===== config.mk =====
export PLATFORM = sky130hd
export DESIGN_NAME = ysyx_22050612_decode_stage
export DESIGN_NICKNAME = d
export VERILOG_FILES = /design/src/rtl/ysyx_22050612_decode_stage.sv
export SDC_FILE = /design/constraint.sdc
export NUM_CORES = 1
export LEC_CHECK = 0
export ABC_AREA = 1
export BUFFER_PORTS_ARGS = -buffer_cell sky130_fd_sc_hd__buf_2
export CAP_MARGIN = 20
export CELL_PAD_IN_SITES_DETAIL_PLACEMENT = 0
export CELL_PAD_IN_SITES_GLOBAL_PLACEMENT = 1
export CORE_ASPECT_RATIO = 0.8
export CORE_MARGIN = 2
export CORE_UTILIZATION = 35
export CTS_CLUSTER_SIZE = 8
export DETAILED_ROUTE_END_ITERATION = 8
export HOLD_SLACK_MARGIN = 0.08
export PLACE_DENSITY = 0.91
export RECOVER_POWER = 50
export SLEW_MARGIN = 15
export SYNTH_ARGS = -nofsm -noshare
export SYNTH_HDL_FRONTEND = slang
export SYNTH_SLANG_ARGS = --single-unit

===== constraint.sdc =====
create_clock -name clk -period 1.7 [get_ports clk]
set_input_delay 0.34 -clock clk [delete_from_list [all_inputs] [get_ports clk]]
set_output_delay 0.34 -clock clk [all_outputs]
set_load 0.005 [all_outputs]

===== src/rtl/ysyx_22050612_decode_stage.sv =====
// ysyx_22050612_decode_stage
// ---------------------------------------------------------------------------
// Registered RV32I/RV64I decode stage sitting between fetch and execute.
// One instruction word plus its PC is accepted over a valid/ready handshake,
// decoded combinationally (format, register indices, immediate, rd write
// enable, illegal flag) and captured into a one-entry output register.
// The output register supports back-pressure (out_ready) and flush.
// A 32-bit counter tracks instructions handed to execute.
//
// Parameters
//   XLEN        datapath width, 32 or 64 (W-opcodes legal only when 64)
//
// Ports
//   clk, rst_n  clock (rising edge), asynchronous active-low reset
//   flush       drop the held instruction and any incoming one
//   in_valid / in_ready / in_inst / in_pc      fetch-side handshake
//   out_valid / out_ready                      execute-side handshake
//   out_pc, out_opcode, out_funct3, out_funct7,
//   out_rd, out_rs1, out_rs2, out_imm,
//   out_fmt, out_rd_wen, out_illegal           registered decode fields
//   out_count   number of delivered instructions (wraps)
// ---------------------------------------------------------------------------
module ysyx_22050612_decode_stage #(
    parameter int XLEN = 64
) (
    input  logic            clk,
    input  logic            rst_n,
    input  logic            flush,
    input  logic            in_valid,
    output logic            in_ready,
    input  logic [31:0]     in_inst,
    input  logic [XLEN-1:0] in_pc,
    output logic            out_valid,
    input  logic            out_ready,
    output logic [XLEN-1:0] out_pc,
    output logic [6:0]      out_opcode,
    output logic [2:0]      out_funct3,
    output logic [6:0]      out_funct7,
    output logic [4:0]      out_rd,
    output logic [4:0]      out_rs1,
    output logic [4:0]      out_rs2,
    output logic [XLEN-1:0] out_imm,
    output logic [2:0]      out_fmt,
    output logic            out_rd_wen,
    output logic            out_illegal,
    output logic [31:0]     out_count
);

    typedef enum logic {
        S_EMPTY = 1'b0,
        S_FULL  = 1'b1
    } state_e;

    localparam logic [2:0] FMT_R   = 3'd0;
    localparam logic [2:0] FMT_I   = 3'd1;
    localparam logic [2:0] FMT_S   = 3'd2;
    localparam logic [2:0] FMT_B   = 3'd3;
    localparam logic [2:0] FMT_U   = 3'd4;
    localparam logic [2:0] FMT_J   = 3'd5;
    localparam logic [2:0] FMT_ILL = 3'd7;

    // ------------------------------------------------------------------
    // Combinational decode of the incoming word
    // ------------------------------------------------------------------
    logic [6:0]      opcode;
    logic [4:0]      rd;
    logic [2:0]      dec_fmt;
    logic [31:0]     dec_imm32;
    logic [XLEN-1:0] dec_imm;
    logic            dec_legal;
    logic            dec_rd_wen;

    assign opcode = in_inst[6:0];
    assign rd     = in_inst[11:7];

    always_comb begin
        dec_fmt = FMT_ILL;
        unique case (opcode)
            7'b0110011:                       dec_fmt = FMT_R;
            7'b0111011: if (XLEN == 64)       dec_fmt = FMT_R;
            7'b0010011, 7'b0000011, 7'b1100111,
            7'b1110011, 7'b0001111:           dec_fmt = FMT_I;
            7'b0011011: if (XLEN == 64)       dec_fmt = FMT_I;
            7'b0100011:                       dec_fmt = FMT_S;
            7'b1100011:                       dec_fmt = FMT_B;
            7'b0110111, 7'b0010111:           dec_fmt = FMT_U;
            7'b1101111:                       dec_fmt = FMT_J;
            default:                          dec_fmt = FMT_ILL;
        endcase
        // Every listed opcode already ends in 2'b11; kept as an explicit guard
        // so compressed-space words can never slip through an edited table.
        if (in_inst[1:0] != 2'b11) begin
            dec_fmt = FMT_ILL;
        end
    end

    assign dec_legal = (dec_fmt != FMT_ILL);

    // Immediates are assembled as 32-bit signed values and then widened, so
    // the same expressions serve both XLEN settings.
    always_comb begin
        dec_imm32 = 32'd0;
        unique case (dec_fmt)
            FMT_I:   dec_imm32 = {{20{in_inst[31]}}, in_inst[31:20]};
            FMT_S:   dec_imm32 = {{20{in_inst[31]}}, in_inst[31:25], in_inst[11:7]};
            FMT_B:   dec_imm32 = {{19{in_inst[31]}}, in_inst[31], in_inst[7],
                                  in_inst[30:25], in_inst[11:8], 1'b0};
            FMT_U:   dec_imm32 = {in_inst[31:12], 12'd0};
            FMT_J:   dec_imm32 = {{11{in_inst[31]}}, in_inst[31], in_inst[19:12],
                                  in_inst[20], in_inst[30:21], 1'b0};
            default: dec_imm32 = 32'd0;
        endcase
    end

    assign dec_imm = XLEN'($signed(dec_imm32));

    // Stores, branches and fences never write a destination register.
    assign dec_rd_wen = dec_legal && (rd != 5'd0) &&
                        (opcode != 7'b0100011) &&
                        (opcode != 7'b1100011) &&
                        (opcode != 7'b0001111);

    // ------------------------------------------------------------------
    // Handshake control
    // ------------------------------------------------------------------
    state_e state_q, state_d;
    logic   accept;
    logic   deliver;
    logic   count_en;

    assign out_valid = (state_q == S_FULL);
    assign in_ready  = !out_valid || out_ready;
    assign accept    = in_valid && in_ready && !flush;
    assign deliver   = out_valid && out_ready;
    // A flushed instruction is discarded, not delivered.
    assign count_en  = deliver && !flush;

    always_comb begin
        state_d = state_q;
        if (flush) begin
            state_d = S_EMPTY;
        end else if (accept) begin
            state_d = S_FULL;
        end else if (deliver) begin
            state_d = S_EMPTY;
        end
    end

    // ------------------------------------------------------------------
    // Output register
    // ------------------------------------------------------------------
    logic [XLEN-1:0] pc_q;
    logic [31:0]     inst_q;
    logic [XLEN-1:0] imm_q;
    logic [2:0]      fmt_q;
    logic            rd_wen_q;
    logic            illegal_q;
    logic [31:0]     count_q;

    always_ff @(posedge clk or negedge rst_n) begin
        if (!rst_n) begin
            state_q   <= S_EMPTY;
            pc_q      <= '0;
            inst_q    <= '0;
            imm_q     <= '0;
            fmt_q     <= 3'd0;
            rd_wen_q  <= 1'b0;
            illegal_q <= 1'b0;
            count_q   <= 32'd0;
        end else begin
            state_q <= state_d;
            if (accept) begin
                pc_q      <= in_pc;
                inst_q    <= in_inst;
                imm_q     <= dec_imm;
                fmt_q     <= dec_fmt;
                rd_wen_q  <= dec_rd_wen;
                illegal_q <= !dec_legal;
            end
            if (count_en) begin
                count_q <= count_q + 32'd1;
            end
        end
    end

    assign out_pc      = pc_q;
    assign out_opcode  = inst_q[6:0];
    assign out_funct3  = inst_q[14:12];
    assign out_funct7  = inst_q[31:25];
    assign out_rd      = inst_q[11:7];
    assign out_rs1     = inst_q[19:15];
    assign out_rs2     = inst_q[24:20];
    assign out_imm     = imm_q;
    assign out_fmt     = fmt_q;
    assign out_rd_wen  = rd_wen_q;
    assign out_illegal = illegal_q;
    assign out_count   = count_q;

endmodule


==> impl_metrics.toml <==
[outcome]
status = "complete, no violations"

[hold_path]
worstHoldStart = "in_pc[53]"
worstHoldPathCells = 3
holdCritPathClass = "in -> reg"
holdPathEnd = "out_pc[53]$_DFFE_PN0P_"

[yosys]
syn-cell-area_sq_mm = 0.00801
synthArstFlopShare_pct = 100
synth-main-ff-cell = "dfrtp_1"
ys_ff_latch = 166
postSynthCellCount = 1063
synth.net_count = 1165
yosysSeqAreaShare_pct = 51.8
synth-edff-count = 0
synth_cell_type_count = 28
ys_warn_count = 0
avgSynthCellArea_sq_um = 7.54

[run]
drv_cap = 0

[die]
initial_core_util_pct = 35.6
die-area_sq_mm = 0.0241
ios = 300
row_count = 49
die_w_microns = 173
core_sq_mm = 0.0225
dieHeight_microns = 139

[placed_design]
finalWeightedCongestion = 0.893
port_buffers = 299
hpwl_mm = 17.3
placed_cells = 1627

[clock_network]
clkSinkCount = 166
cts_max_level = 4
cts_tree = "built"
insertion_delay_ns = 0.42
path_clk_slew_ns = 0.07
cts_root_buf = "clkbuf_16"
numCtsBuffers = 17
clockBufferDepth = 2

[finish]
area_growth_pct = 28.8
fin_util_pct = 45.9
regArea_sq_mm = 0.00415
fillers = 2287
fin_nets = 1443
multi_input_area_sq_mm = 0.00323
drive_gt1_share_pct = 25.8
final-instance-count-excl-fill = 1661

[detailed_routing]
antenna_left = 0
drc = 0
drtIter0Drc = 430
routed_via_density = 4.54
vias = 7549
first_pass_iters = 5
wl_per_cell_microns = 14.0
routed_wirelength_mm = 23.2

[grt]
grt_usage_pct = 19.5
grt-ovfl-total = 0
antenna_found_initial = 3
grt_max_degree = 65
grt_pass1_wl_mm = 37.8
first_global_vias = 7128

[timing]
grt_setup_unrepaired = "false"
tns_ns = 0
fin_crit_ns = 1.59
relSlewSlack_pct = 43.7
worst_clock_skew_ns = 0.00933
worst_slew_pin_slew_ns = 0.845
final-max-slew-violation-count = 0
holdWs_ns = 0.110
period_share_pct = 93.4
max_freq_ghz = 0.630
timing.final.hold_violations = 0
finalSetupViolations = 0

[critical_path]
cp.arrival_ns = 1.25
r2r_cells = 9
critical_path_class = "reg -> out"
rr_endpoint = "out_count[30]$_DFFE_PN0P_"
startpoint_type = "register"
critPathMaxFanout = 3
end_kind = "output pin"
r2r_start = "out_count[16]$_DFFE_PN0P_"
worstPathRequired_ns = 1.36
r2r_slack_ns = 0.14

[pwr]
totalPowerFinal_w = 0.0102
p_per_area_mw_per_mm2 = 992
p_leak_nw = 5.89
vdd_drop_max_v = 0.000521
-- worst max path at each step --
stage	from	to	slack, ns
detailed placement	in_inst[1]	out_imm[25]$_DFFE_PN0P_	0.08
global placement	in_inst[1]	out_rd_wen$_DFFE_PN0P_	0.09
global route	out_valid$_DFFE_PN0P_	in_ready	0.01
CTS	out_valid$_DFFE_PN0P_	in_ready	0.09
finish	out_valid$_DFFE_PN0P_	in_ready	0.11
floorplan	out_count[0]$_DFFE_PN0P_	out_count[28]$_DFFE_PN0P_	0.19
-- placed cells by master, fill, tap and decap left out, types with 2 or more instances in the layout --
cell	Yosys	final
nand2_2	5	5
o22ai_1	4	4
o21ai_0	25	25
nor2_1	92	89
a21oi_1	17	17
nand3_1	21	21
buf_4	35	24
xor2_1	9	9
nand3_2	2	2
dfrtp_1	166	166
buf_2	22	256
xnor2_1	7	7
inv_1	48	48
nand2_1	544	544
clkinv_4	0	4
nor2_4	5	5
nand3b_1	3	3
buf_12	0	6
clkbuf_16	0	17
clkbuf_1	11	43
nand4_1	5	5
inv_6	0	3
clkinv_2	0	2
inv_2	8	7
o21ai_1	19	19
nor2_2	5	8
-- through the flow --
step / worst slack [ns] / instance area (sq um)
after floorplan: 0.191 / 8010
after global placement: 0.0860 / 9810
after detailed placement: 0.0775 / 9810
after CTS: 0.0897 / 10400
after global routing: 0.0121 / 10300
final: 0.112 / 10300
-- critical path: stages (launching register included) --
cell,delay [ns]
dfrtp_1,0.37
inv_1,0.04
nor2_1,0.19
inv_1,0.08
buf_2,0.13
-- where the power goes --
part	internal [W]	leakage, nW	switching, W	total (W)
clock	0.00209	0.277	0.00168	0.00376
combinational	0.000743	3.48	0.000992	0.00173
sequential	0.00442	2.13	0.000314	0.00474
total	0.00725	5.89	0.00298	0.0102
-- sequential cells by signal, summed over array words and instances, names as in the netlist --
name	cells
out_pc	64
out_imm	32
out_rd_wen	1
inst_q	32
out_illegal	1
out_valid	1
out_fmt	3
out_count	32
-- synthesized netlist by cell type (3+ instances only) --
| library cell | number | area share (%) |
|---|---|---|
| nand3_1 | 21 | 1.3 |
| nor2_2 | 5 | 0.39 |
| dfrtp_1 | 166 | 52 |
| xnor2_1 | 7 | 0.77 |
| o22ai_1 | 4 | 0.31 |
| xor2_1 | 9 | 0.98 |
| inv_2 | 8 | 0.37 |
| o21ai_0 | 25 | 1.6 |
| clkbuf_1 | 11 | 0.52 |
| nor2_4 | 5 | 0.70 |
| nor2_1 | 92 | 4.3 |
| nand2_2 | 5 | 0.39 |
| a21oi_1 | 17 | 1.1 |
| nand3b_1 | 3 | 0.28 |
| nand2_1 | 544 | 25 |
| buf_4 | 35 | 3.3 |
| o21ai_1 | 19 | 1.2 |
| inv_1 | 48 | 2.2 |
| nand4_1 | 5 | 0.39 |
| buf_2 | 22 | 1.4 |
| buf_1 | 4 | 0.19 |
-- cells by family after synthesis --
kind of cell / after synthesis / share of synthesized area (%)
AND/OR/NAND/NOR: 687 / 34.2
flip-flops: 166 / 51.8
buffers and inverters: 128 / 7.98
AO/OA/AOI/OAI: 65 / 4.12
XOR/XNOR: 16 / 1.75
adder cells (fa/ha/maj): 1 / 0.156
-- repair_timing --
action / in CTS / in global routing
resized for setup: 0 / 3
endpoints found under the setup margin: 0 / 5
hold buffers: 1 / 0
buffers inserted: 0 / 0
hold endpoints to repair: 19 / 0
-- layer usage --
layer | global-route usage [%] | vias to the layer above | part of all wire (%)
li1 | - | 3781 | -
met1 | 27.3 | 3462 | 47
met2 | 29.8 | 269 | 44
met3 | 5.30 | 33 | 7.0
met4 | 5.35 | 4 | 1.6
met5 | 0 | - | 0.10
-- final cells by class --
cell class              count  area share [%]
multi-input cells         769            31.3
repair buffers            331            17.1
flip-flops and latches    166            40.3
clock buffers              20            4.33
clock inverters            12            1.16
diodes                      1          0.0243
inverters                  56            2.06
well taps                 306            3.71
(Power assumes the default switching activity.)
